==> config.mk <==
export PLATFORM = sky130hd
export DESIGN_NAME = fetch_sequencer_flat
export DESIGN_NICKNAME = d
export VERILOG_FILES = /design/src/rtl/fetch_pkg.sv /design/src/rtl/fetch_sequencer_if.sv /design/src/rtl/fetch_timeout_ctr.sv /design/src/rtl/fetch_sequencer.sv /design/src/flat_wrapper.sv
export SDC_FILE = /design/constraint.sdc
export NUM_CORES = 1
export LEC_CHECK = 0
export BUFFER_PORTS_ARGS = -buffer_cell sky130_fd_sc_hd__buf_2
export CAP_MARGIN = 20
export CORE_MARGIN = 4
export CORE_UTILIZATION = 49
export CTS_CLUSTER_DIAMETER = 60
export CTS_CLUSTER_SIZE = 40
export DETAILED_ROUTE_END_ITERATION = 16
export GPL_TIMING_DRIVEN = 0
export PLACE_DENSITY = 0.77
export SLEW_MARGIN = 25
export SYNTH_ARGS = -nofsm -noshare
export SYNTH_HDL_FRONTEND = slang
export SYNTH_SLANG_ARGS = --single-unit
==> constraint.sdc <==
create_clock -name clk -period 2.5 [get_ports clk]
set_input_delay 0.25 -clock clk [delete_from_list [all_inputs] [get_ports clk]]
set_output_delay 0.25 -clock clk [all_outputs]
set_load 0.005 [all_outputs]
==> src/rtl/fetch_pkg.sv <==
// Shared types and constants for the fetch sequencer front end.
package fetch_pkg;

  typedef enum logic [1:0] {
    IDLE  = 2'd0,
    FETCH = 2'd1,
    OUT   = 2'd2,
    ERR   = 2'd3
  } fetch_state_t;

  localparam int INSTR_BYTES = 4;

endpackage

==> src/rtl/fetch_sequencer_if.sv <==
// Instruction-memory request/ack bus between the fetch sequencer (master) and imem (slave).
// Handshake: imem_req stays high with imem_addr stable until a cycle in which imem_ack is
// high; imem_rdata is consumed in that same cycle and the request drops at the next edge.
interface fetch_sequencer_if #(
  parameter int WIDTH = 32
);
  logic             imem_req;
  logic [WIDTH-1:0] imem_addr;
  logic             imem_ack;
  logic [WIDTH-1:0] imem_rdata;

  modport master (
    output imem_req,
    output imem_addr,
    input  imem_ack,
    input  imem_rdata
  );

  modport slave (
    input  imem_req,
    input  imem_addr,
    output imem_ack,
    output imem_rdata
  );
endinterface

==> src/rtl/fetch_timeout_ctr.sv <==
// Counts cycles an outstanding fetch waits for ack; expired when the count reaches TIMEOUT.
module fetch_timeout_ctr #(
  parameter int unsigned TIMEOUT = 15
) (
  input  logic clk,
  input  logic rst,
  input  logic clear,
  input  logic enable,
  output logic expired
);
  localparam int CW = $clog2(TIMEOUT + 1);

  logic [CW-1:0] count_q;

  assign expired = (count_q == CW'(TIMEOUT));

  // Saturates at TIMEOUT so a stuck enable can never wrap back to zero.
  always_ff @(posedge clk or negedge rst) begin
    if (!rst) begin
      count_q <= '0;
    end else if (clear) begin
      count_q <= '0;
    end else if (enable && !expired) begin
      count_q <= count_q + CW'(1);
    end
  end
endmodule

==> src/rtl/fetch_sequencer.sv <==
// PC owner and imem fetch sequencer feeding decode, with branch redirects and fetch timeout.
// Optional feature macro: FETCH_ALIGN_CHECK_EN (misaligned redirect target -> misalign_err, ERR).
module fetch_sequencer
  import fetch_pkg::*;
#(
  parameter int unsigned      WIDTH    = 32,
  parameter logic [WIDTH-1:0] RESET_PC = '0,
  parameter int unsigned      TIMEOUT  = 15
) (
  input  logic                clk,
  input  logic                rst,
  input  logic                en,
  input  logic                redirect,
  input  logic [WIDTH-1:0]    redirect_base,
  input  logic [WIDTH-1:0]    redirect_imm,
  input  logic                stall,
  fetch_sequencer_if.master   imem,
  output logic                instr_valid,
  output logic [WIDTH-1:0]    instr,
  output logic [WIDTH-1:0]    instr_pc,
  output logic                timeout_err,
  output logic                misalign_err,
  output fetch_state_t        state_dbg
);

  fetch_state_t     state_q, state_d;
  logic [WIDTH-1:0] pc_q, pc_d;
  logic [WIDTH-1:0] pend_pc_q, pend_pc_d;
  logic [WIDTH-1:0] instr_q, instr_d;
  logic [WIDTH-1:0] ipc_q, ipc_d;
  logic             pend_q, pend_d;
  logic             req_q, req_d;
  logic             valid_q, valid_d;
  logic             terr_q, terr_d;
  logic             merr_q, merr_d;

  logic [WIDTH-1:0] target_raw;
  logic [WIDTH-1:0] target_pc;
  logic             misalign;
  logic             tmr_en;
  logic             tmr_expired;

  assign target_raw = redirect_base + redirect_imm;

`ifdef FETCH_ALIGN_CHECK_EN
  assign target_pc = target_raw;
  assign misalign  = redirect && (target_raw[1:0] != 2'b00);
`else
  assign target_pc = target_raw & ~WIDTH'(3);
  assign misalign  = 1'b0;
`endif

  // Timer runs only while a request is actually outstanding and unanswered.
  assign tmr_en = (state_q == FETCH) && req_q && !imem.imem_ack;

  fetch_timeout_ctr #(
    .TIMEOUT (TIMEOUT)
  ) u_timeout_ctr (
    .clk     (clk),
    .rst     (rst),
    .clear   (!tmr_en),
    .enable  (tmr_en),
    .expired (tmr_expired)
  );

  always_comb begin
    state_d   = state_q;
    pc_d      = pc_q;
    pend_pc_d = pend_pc_q;
    instr_d   = instr_q;
    ipc_d     = ipc_q;
    pend_d    = pend_q;
    req_d     = req_q;
    valid_d   = valid_q;
    terr_d    = terr_q;
    merr_d    = merr_q;

    unique case (state_q)
      IDLE: begin
        if (misalign) begin
          state_d = ERR;
          merr_d  = 1'b1;
        end else if (redirect) begin
          pc_d = target_pc;
        end else if (en) begin
          state_d = FETCH;
          req_d   = 1'b1;
        end
      end

      FETCH: begin
        if (req_q) begin
          if (tmr_expired) begin
            state_d = ERR;
            req_d   = 1'b0;
            pend_d  = 1'b0;
            terr_d  = 1'b1;
          end else if (misalign) begin
            state_d = ERR;
            req_d   = 1'b0;
            pend_d  = 1'b0;
            merr_d  = 1'b1;
          end else if (imem.imem_ack) begin
            req_d = 1'b0;
            if (redirect) begin
              pc_d   = target_pc;
              pend_d = 1'b0;
            end else if (pend_q) begin
              pc_d   = pend_pc_q;
              pend_d = 1'b0;
            end else begin
              instr_d = imem.imem_rdata;
              ipc_d   = pc_q;
              valid_d = 1'b1;
              state_d = OUT;
            end
          end else if (redirect) begin
            // imem_addr must hold until ack, so the newest target waits here.
            pend_d    = 1'b1;
            pend_pc_d = target_pc;
          end
        end else begin
          // Gap cycle after a dropped word: nothing outstanding, pc may move freely.
          if (misalign) begin
            state_d = ERR;
            merr_d  = 1'b1;
          end else begin
            if (redirect) begin
              pc_d = target_pc;
            end
            if (en) begin
              req_d = 1'b1;
            end else begin
              state_d = IDLE;
            end
          end
        end
      end

      OUT: begin
        if (misalign) begin
          state_d = ERR;
          valid_d = 1'b0;
          merr_d  = 1'b1;
        end else if (redirect || !stall) begin
          pc_d    = redirect ? target_pc : (pc_q + WIDTH'(INSTR_BYTES));
          valid_d = 1'b0;
          state_d = en ? FETCH : IDLE;
          req_d   = en;
        end
      end

      ERR: begin
        req_d   = 1'b0;
        valid_d = 1'b0;
      end

      default: begin
        state_d = IDLE;
      end
    endcase
  end

  always_ff @(posedge clk or negedge rst) begin
    if (!rst) begin
      state_q   <= IDLE;
      pc_q      <= RESET_PC;
      pend_pc_q <= '0;
      instr_q   <= '0;
      ipc_q     <= '0;
      pend_q    <= 1'b0;
      req_q     <= 1'b0;
      valid_q   <= 1'b0;
      terr_q    <= 1'b0;
      merr_q    <= 1'b0;
    end else begin
      state_q   <= state_d;
      pc_q      <= pc_d;
      pend_pc_q <= pend_pc_d;
      instr_q   <= instr_d;
      ipc_q     <= ipc_d;
      pend_q    <= pend_d;
      req_q     <= req_d;
      valid_q   <= valid_d;
      terr_q    <= terr_d;
      merr_q    <= merr_d;
    end
  end

  assign imem.imem_req  = req_q;
  assign imem.imem_addr = pc_q;
  assign instr_valid    = valid_q;
  assign instr          = instr_q;
  assign instr_pc       = ipc_q;
  assign timeout_err    = terr_q;
  assign misalign_err   = merr_q;
  assign state_dbg      = state_q;

endmodule

==> src/flat_wrapper.sv <==
// flat-port wrapper written by rule: the top's interface ports become plain ports
module fetch_sequencer_flat import fetch_pkg::*;
#(
  parameter int unsigned      WIDTH    = 32,
  parameter logic [WIDTH-1:0] RESET_PC = '0,
  parameter int unsigned      TIMEOUT  = 15
)
  (clk, rst, en, redirect, redirect_base, redirect_imm, stall, instr_valid, instr, instr_pc, timeout_err, misalign_err, state_dbg, imem_imem_req, imem_imem_addr, imem_imem_ack, imem_imem_rdata);
  fetch_sequencer_if #(.WIDTH(WIDTH)) imem_i ();
  input  logic clk;
  input  logic rst;
  input  logic en;
  input  logic redirect;
  input  logic [WIDTH-1:0] redirect_base;
  input  logic [WIDTH-1:0] redirect_imm;
  input  logic stall;
  output logic instr_valid;
  output logic [WIDTH-1:0] instr;
  output logic [WIDTH-1:0] instr_pc;
  output logic timeout_err;
  output logic misalign_err;
  output fetch_state_t state_dbg;
  output wire logic [$bits(imem_i.imem_req)-1:0] imem_imem_req;
  output wire logic [$bits(imem_i.imem_addr)-1:0] imem_imem_addr;
  input wire logic [$bits(imem_i.imem_ack)-1:0] imem_imem_ack;
  input wire logic [$bits(imem_i.imem_rdata)-1:0] imem_imem_rdata;
  assign imem_imem_req = imem_i.imem_req;
  assign imem_imem_addr = imem_i.imem_addr;
  assign imem_i.imem_ack = imem_imem_ack;
  assign imem_i.imem_rdata = imem_imem_rdata;
  fetch_sequencer #(.WIDTH(WIDTH), .RESET_PC(RESET_PC), .TIMEOUT(TIMEOUT)) u_core (.clk(clk), .rst(rst), .en(en), .redirect(redirect), .redirect_base(redirect_base), .redirect_imm(redirect_imm), .stall(stall), .imem(imem_i), .instr_valid(instr_valid), .instr(instr), .instr_pc(instr_pc), .timeout_err(timeout_err), .misalign_err(misalign_err), .state_dbg(state_dbg));
endmodule
==> metrics.log, run 1 <==
[metrics] Critical Setup Path Class: register to register
[metrics] Max Clock Freq: 0.4080 GHz
[metrics] Seq/Total Area, Yosys: 41.81%
[metrics] crit path max fanout: 10
[metrics] effective utilization at floorplan: 50.69%
[metrics] Synth Net Count: 1001
[metrics] overall overflow remaining after global route: 0
[metrics] register bit total from synthesis: 136
[metrics] DRC Markers: 0
[metrics] Critical Path Start Type: register
[metrics] DRT iter0 DRCs: 740
[metrics] worst hold path type: input port to register
[metrics] die outline height: 136.9 µm
[metrics] first-pass GRT wire length: 37.76 mm
[metrics] post-synthesis cell type with the largest combined area: sky130_fd_sc_hd__dfrtp_1
[metrics] global-route usage over all layers: 25.80%
[metrics] crit path DAT: 2.81 ns
[metrics] cell with the biggest individual delay on the critical path: sky130_fd_sc_hd__dfrtp_1
[metrics] number of optimization iterations in the first detailed-route pass: 6
[metrics] I/O pin total: 204
[metrics] fraction of power consumed by sequential logic: 40.6%
[metrics] number of sinks on the clock net: 136
[metrics] htree depth: 4
[metrics] final routed wire length divided by cell count: 18.67 µm
[metrics] share of total power in combinational logic: 14.5%
[metrics] switching share of total power: 26.96%
[metrics] PwrDens: 554.0 mW/mm²
[metrics] most common flop cell mapped by yosys: sky130_fd_sc_hd__dfrtp_1
[metrics] filler cell count in the final layout: 1333
[metrics] synthesized netlist cell count: 861
[metrics] vias: 7631
[metrics] Setup violations, final: 0
[metrics] number of nets at the end of the flow: 1223
[metrics] clock latency of the later-clocked register in the worst-skew pair: 0.42 ns
[metrics] post-detailed-route via-to-cell ratio: 5.816
[metrics] number of pins with negative max-slew slack in the final report: 0
[metrics] Die Outline Area: 0.01874 mm²
[metrics] share of the synthesized area in the top cell type: 41.81%
[metrics] total internal power: 0.004168 W
[metrics] critical path, cell by cell: ha_4 > nand3_4 > nand2_1 > o21a_1 > or3_4 > clkbuf_2 > a221oi_1 > a21o_1
[metrics] maximum number of pins on one net before global-route repair: 90
[metrics] standby leakage power: 5.114 nW
[metrics] Final HPWL DP: 17.91 mm
[metrics] outcome: finished, final reports clean
[metrics] worst voltage drop across the vdd grid: 0.4039 mV
[metrics] via count of the first global-routing pass: 7239
[metrics] relative area change from synthesis to final layout: 26.55%
[metrics] kind of end point of the critical path: register
[metrics] share of final-layout standard cells stronger than drive strength 1: 35.04%
[metrics] share of the clock period used by the worst path: 98.03%
[metrics] slowest cell delay on critical path: 0.46 ns
[metrics] largest buffer count on any clock path: 2
[metrics] clock period minus worst slack: 2.451 ns
[metrics] Req. time, crit path: 2.86 ns
[metrics] dpl ws: -0.6214 ns
[metrics] actual slew at the worst max-slew pin: 0.6967 ns
[metrics] worst slew slack as a fraction of its limit: 53.55%
[metrics] cell area after synthesis: 0.008139 mm²
[metrics] slack of the critical path: 0.04929 ns
[metrics] unrepaired setup endpoints after global routing: yes
[metrics] wire length reported by the detailed router: 24.50 mm
[metrics] Post-synth top cells: sky130_fd_sc_hd__dfrtp_1 (136), sky130_fd_sc_hd__nand2_1 (101), sky130_fd_sc_hd__o21ai_0 (92), sky130_fd_sc_hd__mux2_2 (69), sky130_fd_sc_hd__a21oi_1 (50)
[metrics] Hold WS: 0.05763 ns
[metrics] Yosys cell types: 63
[metrics] antenna violations before repair: 0
[metrics] Horiz. Die Dim: 136.9 µm
[metrics] TritonCTS clock tree: built
[metrics] clock transition at the register clock pins on the worst setup and hold paths after CTS: 0.06 ns
[metrics] residual antenna-violating net count after detailed routing: 0
[metrics] average cell area after synthesis: 9.453 µm²
[metrics] Clk pwr share: 44.9%
[metrics] number of buffers added by the clock tree synthesis step: 17
[metrics] biggest area contributors in the synthesized netlist: sky130_fd_sc_hd__dfrtp_1 (42%), sky130_fd_sc_hd__mux2_2 (9.5%), sky130_fd_sc_hd__ha_1 (5.8%)
[metrics] Core Area: 0.01606 mm²
[metrics] Final Skew: 0.006952 ns
[metrics] count of buffers inserted at the top-level ports: 201
[metrics] global placer's final weighted congestion: 0.9894
[metrics] Async S/R FF share, synth: 100.0%
[metrics] Net Switching: 0.001539 W
[metrics] row count: 46
[metrics] final hold violations: 0
[metrics] Clock Tree Root: sky130_fd_sc_hd__clkbuf_16
[metrics] # diodes: 0
[metrics] number of enable flip-flop cells after synthesis: 0
[metrics] Final Total Pwr: 0.005707 W
[metrics] most common cell in the netlist: sky130_fd_sc_hd__dfrtp_1
[metrics] Max-cap violations: 0
[metrics] count of warnings emitted by yosys: 0
[per-stage QoR]
step                std cells  util, %  setup TNS, ns  area [µm²]
floorplan                 861        -              0        8139
global placement         1278    58.63        -114.23        9415
detailed placement       1279    58.87         -36.79        9453
CTS                      1312    63.14              0       10140
global route             1312    64.14       -0.04553       10300
finish                   1312    64.14              0       10300
[layer usage]
metal	vias up	part of all wire (%)	GRT usage, %	routed length, µm
met4	0	2.2	8.481	545
li1	3564	-	-	-
met3	51	11	6.287	2798
met1	3574	41	34.79	10130
met5	-	0	0	0
met2	442	45	41.07	11030
[registers in the layout, summed over array words and instances (netlist names), named ones only]
name,flops
u_core.imem.imem_addr,31
u_core.pend_q,1
u_core.timeout_err,1
u_core.instr_valid,1
u_core.instr,32
u_core.state_dbg,2
u_core.pend_pc_q,30
u_core.imem.imem_req,1
u_core.u_timeout_ctr.count_q,4
u_core.instr_pc,32
[critical path, delay by kind of cell (launching register included)]
family | cells | cell delay (ns)
AOI/OAI and AO/OA | 3 | 0.75
and+or+nand+nor | 3 | 0.69
DFF | 1 | 0.46
buffers and inverters | 1 | 0.27
adders and majority gates | 1 | 0.22
[logic make-up (layout without fill, tap and decap cells)]
group,Yosys count,in the layout,synth area share [%]
AO/OA/AOI/OAI,247,247,19.19
XOR/XNOR,50,50,5.380
adder cells (fa/ha/maj),38,38,5.842
buffers and inverters,65,300,3.121
flip-flops,136,136,41.81
multiplexers,72,72,9.916
other,1,1,0.04607
AND/OR/NAND/NOR,252,252,14.70
[power by group through the flow]
stage | clock network (W) | logic, W | registers (W)
after floorplan | 0 | 0.000475 | 0.00232
after global placement | 0 | 0.000769 | 0.00234
after detailed placement | 0 | 0.000786 | 0.00234
after CTS | 0.00260 | 0.000798 | 0.00230
after global routing | 0.00271 | 0.000914 | 0.00232
final | 0.00256 | 0.000827 | 0.00232
[area by class of cell]
| type | count | area, µm² | area share (%) |
|---|---|---|---|
| sequential | 136 | 3412 | 33.13 |
| timing repair buffer | 210 | 1106 | 10.74 |
| tap | 216 | 270.3 | 2.624 |
| clock buffer | 19 | 432.9 | 4.203 |
| multi-input combinational | 660 | 4646 | 45.10 |
| inverter | 10 | 37.54 | 0.3644 |
| buffer | 48 | 224.0 | 2.174 |
| clock inverter | 13 | 171.4 | 1.664 |
[path summary, 6_finish.rpt]
check,to,cells after the start,from,slack [ns]
max in group asynchronous,u_core.instr_pc[21],3,rst,1.43
min reg2reg,u_core.pend_pc_q[18],2,u_core.pend_pc_q[18],0.48
min in group asynchronous,u_core.instr[0],2,rst,0.31
max reg2reg,u_core.imem.imem_addr[13],8,u_core.u_timeout_ctr.count_q[0],0.05
max,u_core.imem.imem_addr[13],8,u_core.u_timeout_ctr.count_q[0],0.05
min,u_core.instr[4],2,imem_imem_rdata[4],0.06
[placed cells by master, fill, tap and decap left out, types with 4 or more instances in the layout]
master,n
sky130_fd_sc_hd__nand4_1,11
sky130_fd_sc_hd__o21ai_0,87
sky130_fd_sc_hd__ha_1,36
sky130_fd_sc_hd__nand2b_1,8
sky130_fd_sc_hd__dfrtp_2,7
sky130_fd_sc_hd__nor3_1,6
sky130_fd_sc_hd__nor2b_1,8
sky130_fd_sc_hd__a221oi_1,5
sky130_fd_sc_hd__clkbuf_1,29
sky130_fd_sc_hd__nand3_1,35
sky130_fd_sc_hd__o221a_2,10
sky130_fd_sc_hd__o22a_1,8
sky130_fd_sc_hd__clkbuf_2,8
sky130_fd_sc_hd__and4_1,7
sky130_fd_sc_hd__nand2_1,99
sky130_fd_sc_hd__and2_1,4
sky130_fd_sc_hd__inv_1,10
sky130_fd_sc_hd__clkbuf_16,17
sky130_fd_sc_hd__o31ai_1,4
sky130_fd_sc_hd__mux2_2,69
sky130_fd_sc_hd__o21ai_2,4
sky130_fd_sc_hd__a22oi_1,8
sky130_fd_sc_hd__a31oi_1,14
sky130_fd_sc_hd__xor2_1,16
sky130_fd_sc_hd__xnor2_1,30
sky130_fd_sc_hd__o21ai_1,6
sky130_fd_sc_hd__buf_2,206
sky130_fd_sc_hd__and3_1,8
sky130_fd_sc_hd__nor2_1,39
sky130_fd_sc_hd__buf_4,11
sky130_fd_sc_hd__dfrtp_1,129
sky130_fd_sc_hd__a21oi_1,49
sky130_fd_sc_hd__clkinvlp_4,5
sky130_fd_sc_hd__a21o_1,22
[what timing repair did]
item	CTS	global route
hold endpoints to repair	47	0
endpoints found under the setup margin	100	62
hold buffers	1	0
gates resized for setup	25	51
pin swaps	0	4
setup buffers	3	4
(Power assumes the default switching activity.)
==> run 2: changes to the inputs <==
==> constraint.sdc (replaced) <==
create_clock -name clk -period 2.5 [get_ports clk]
set_input_delay 0.5 -clock clk [delete_from_list [all_inputs] [get_ports clk]]
set_output_delay 0.5 -clock clk [all_outputs]
set_load 0.005 [all_outputs]
==> run 2 against run 1 <==
Clock power fell by 7%; largest power group unchanged; global-route usage is 0.16 points lower; utilization increased by 1.2 points; the flow now finishes with violations (negative hold slack, negative setup slack).
==> metrics.log, run 2 (synthesis gave the netlist of run 1 again) <==
[metrics] actual slew at the worst max-slew pin: 0.7417 ns
[metrics] cell with the biggest individual delay on the critical path: sky130_fd_sc_hd__a211o_1
[metrics] total internal power: 0.003943 W
[metrics] length in cells of the worst reg-to-reg path: 9
[metrics] switching share of total power: 29.70%
[metrics] residual antenna-violating net count after detailed routing: 0
[metrics] Clock Tree Root: sky130_fd_sc_hd__clkbuf_16
[metrics] slack of the critical path: -0.01396 ns
[metrics] Horiz. Die Dim: 136.9 µm
[metrics] number of nets at the end of the flow: 1230
[metrics] post-route cell area: 0.01050 mm²
[metrics] clock transition at the register clock pins on the worst setup and hold paths after CTS: 0.06 ns
[metrics] PwrDens: 534.2 mW/mm²
[metrics] dpl ws: -0.7011 ns
[metrics] Core Area: 0.01606 mm²
[metrics] number of cells in the finished layout apart from fillers: 1320
[metrics] Req. time, crit path: 2.78 ns
[metrics] number of sinks on the clock net: 136
[metrics] global placer's final weighted congestion: 0.9692
[metrics] crit path max fanout: 3
[metrics] largest buffer count on any clock path: 2
[metrics] relative area change from synthesis to final layout: 28.98%
[metrics] RR Startpoint: u_core.imem.imem_addr[3]
[metrics] Final Skew: 0.01236 ns
[metrics] row count: 46
[metrics] unrepaired setup endpoints after global routing: yes
[metrics] DRC Markers: 0
[metrics] Worst R2R Setup Slack: 0.10 ns
[metrics] antenna violations before repair: 0
[metrics] share of the clock period used by the worst path: 100.6%
[metrics] global-route usage over all layers: 25.64%
[metrics] Max-cap violations: 0
[metrics] Die Outline Area: 0.01874 mm²
[metrics] final hold violations: 1
[metrics] via count of the first global-routing pass: 7220
[metrics] worst slew slack as a fraction of its limit: 50.55%
[metrics] most frequent cells in the layout: sky130_fd_sc_hd__buf_2 (203), sky130_fd_sc_hd__dfrtp_1 (131), sky130_fd_sc_hd__nand2_1 (97), sky130_fd_sc_hd__o21ai_0 (82), sky130_fd_sc_hd__mux2_2 (68)
[metrics] Critical Setup Path Class: input port to register
[metrics] overall overflow remaining after global route: 0
[metrics] Setup violations, final: 2
[metrics] Clk pwr share: 42.6%
[metrics] outcome: finished with violations
[metrics] standby leakage power: 5.172 nW
[metrics] violated checks: negative hold slack, negative setup slack
[metrics] clock period minus worst slack: 2.514 ns
[metrics] kind of end point of the critical path: register
[metrics] worst voltage drop across the vdd grid: 0.4718 mV
[metrics] commonest non-fill, non-tap cell in the layout: sky130_fd_sc_hd__buf_2
[metrics] fraction of power consumed by sequential logic: 41.2%
[metrics] Final Total Pwr: 0.005608 W
[metrics] number of placed instances, taps included: 1279
[metrics] most frequent cell on the critical path: sky130_fd_sc_hd__o21ai_2
[metrics] maximum number of pins on one net before global-route repair: 81
[metrics] die outline height: 136.9 µm
[metrics] worst hold path type: input port to async pin
[metrics] Net Switching: 0.001666 W
[metrics] terminus of the critical flop-to-flop path: u_core.imem.imem_addr[28]
[metrics] critical path, cell by cell: buf_6 > ha_4 > nand4_1 > a211oi_2 > nor3_4 > a211o_1 > a211oi_4 > o21ai_2 > buf_4 > o21ai_2 > xnor2_2 > a21oi_1
[metrics] slowest cell delay on critical path: 0.35 ns
[metrics] wire length reported by the detailed router: 24.50 mm
[metrics] Hold WS: -0.008615 ns
[metrics] I/O pin total: 204
[metrics] Max Clock Freq: 0.3978 GHz
[metrics] effective utilization at floorplan: 50.69%
[metrics] htree depth: 4
[metrics] number of pins with negative max-slew slack in the final report: 0
[metrics] share of total power in combinational logic: 16.2%
[metrics] clock latency of the later-clocked register in the worst-skew pair: 0.43 ns
[metrics] final routed wire length divided by cell count: 18.56 µm
[metrics] number of optimization iterations in the first detailed-route pass: 5
[metrics] post-detailed-route via-to-cell ratio: 5.752
[metrics] Critical Path Start Type: input port
[metrics] number of buffers added by the clock tree synthesis step: 17
[metrics] count of buffers inserted at the top-level ports: 201
[metrics] crit path DAT: 2.80 ns
[metrics] share of final-layout standard cells stronger than drive strength 1: 37.26%
[metrics] Final HPWL DP: 18.00 mm
[metrics] TritonCTS clock tree: built
[metrics] vias: 7592
[metrics] post-place instance area: 0.009498 mm²
[metrics] first-pass GRT wire length: 37.54 mm
[metrics] DRT iter0 DRCs: 730
==> run 2: worst max-delay path by stage <==
| stage | depth (start not counted) | endpoint | slack (ns) | from |
|---|---|---|---|---|
| floorplan | 10 | u_core.pend_pc_q[26] | -0.08 | redirect_imm[2] |
| global placement | 1 | u_core.pend_pc_q[23] | -0.86 | rst |
| detailed placement | 11 | register | -0.70 | redirect_base[2] |
| CTS | 12 | u_core.pend_pc_q[25] | 0.005 | redirect_base[8] |
| global route | 11 | u_core.imem.imem_addr[25] | -0.14 | redirect_imm[1] |
| finish | 12 | u_core.imem.imem_addr[28] | -0.01 | redirect_base[2] |
==> run 2: area by class of cell <==
class | count | area [µm²]
antenna | 1 | 2.502
buffer | 46 | 206.4
clock buffer | 17 | 425.4
clock inverter | 15 | 131.4
fill | 1313 | 5560
inverter | 10 | 37.54
multi-input combinational | 660 | 4811
sequential | 136 | 3410
tap | 216 | 270.3
timing repair buffer | 219 | 1204
==> run 2: through the flow <==
step / utilization [%] / TNS (ns)
2_1_floorplan: - / -0.1797
3_3_place_gp: 58.91 / -155.55
3_5_place_dp: 59.15 / -42.29
4_1_cts: 63.96 / 0
5_1_grt: 65.36 / -1.303
6_report: 65.37 / -0.02517
==> run 2: power by group through the flow <==
stage	clock, W	combinational (W)	sequential [W]
2_1_floorplan	0	0.000481	0.00232
5_1_grt	0.00250	0.000996	0.00231
3_3_place_gp	0	0.000780	0.00234
3_5_place_dp	0	0.000796	0.00234
6_report	0.00239	0.000907	0.00231
4_1_cts	0.00240	0.000841	0.00230
==> run 2: worst max-delay path: cells and delay by family <==
family	cells	cell delay, ns
AO/OA/AOI/OAI	6	1.38
adder cells (fa/ha/maj)	1	0.26
buffers and inverters	2	0.25
AND/OR/NAND/NOR	2	0.21
XOR/XNOR	1	0.17
==> run 2: timing repair <==
item                                    in CTS  in global routing
buffers inserted                             8                 10
gates resized for setup                     45                 50
endpoints found under the setup margin     100                 91
gates cloned                                 0                  0
pin swaps                                   11                 18
hold endpoints to repair                     0                  0
hold buffers                                 0                  0
==> run 2: metal layers <==
layer | wire length, µm | global-route usage [%]
met5 | 0 | 0
met4 | 599 | 9.479
met3 | 2383 | 4.265
met2 | 11090 | 40.96
met1 | 10430 | 35.25
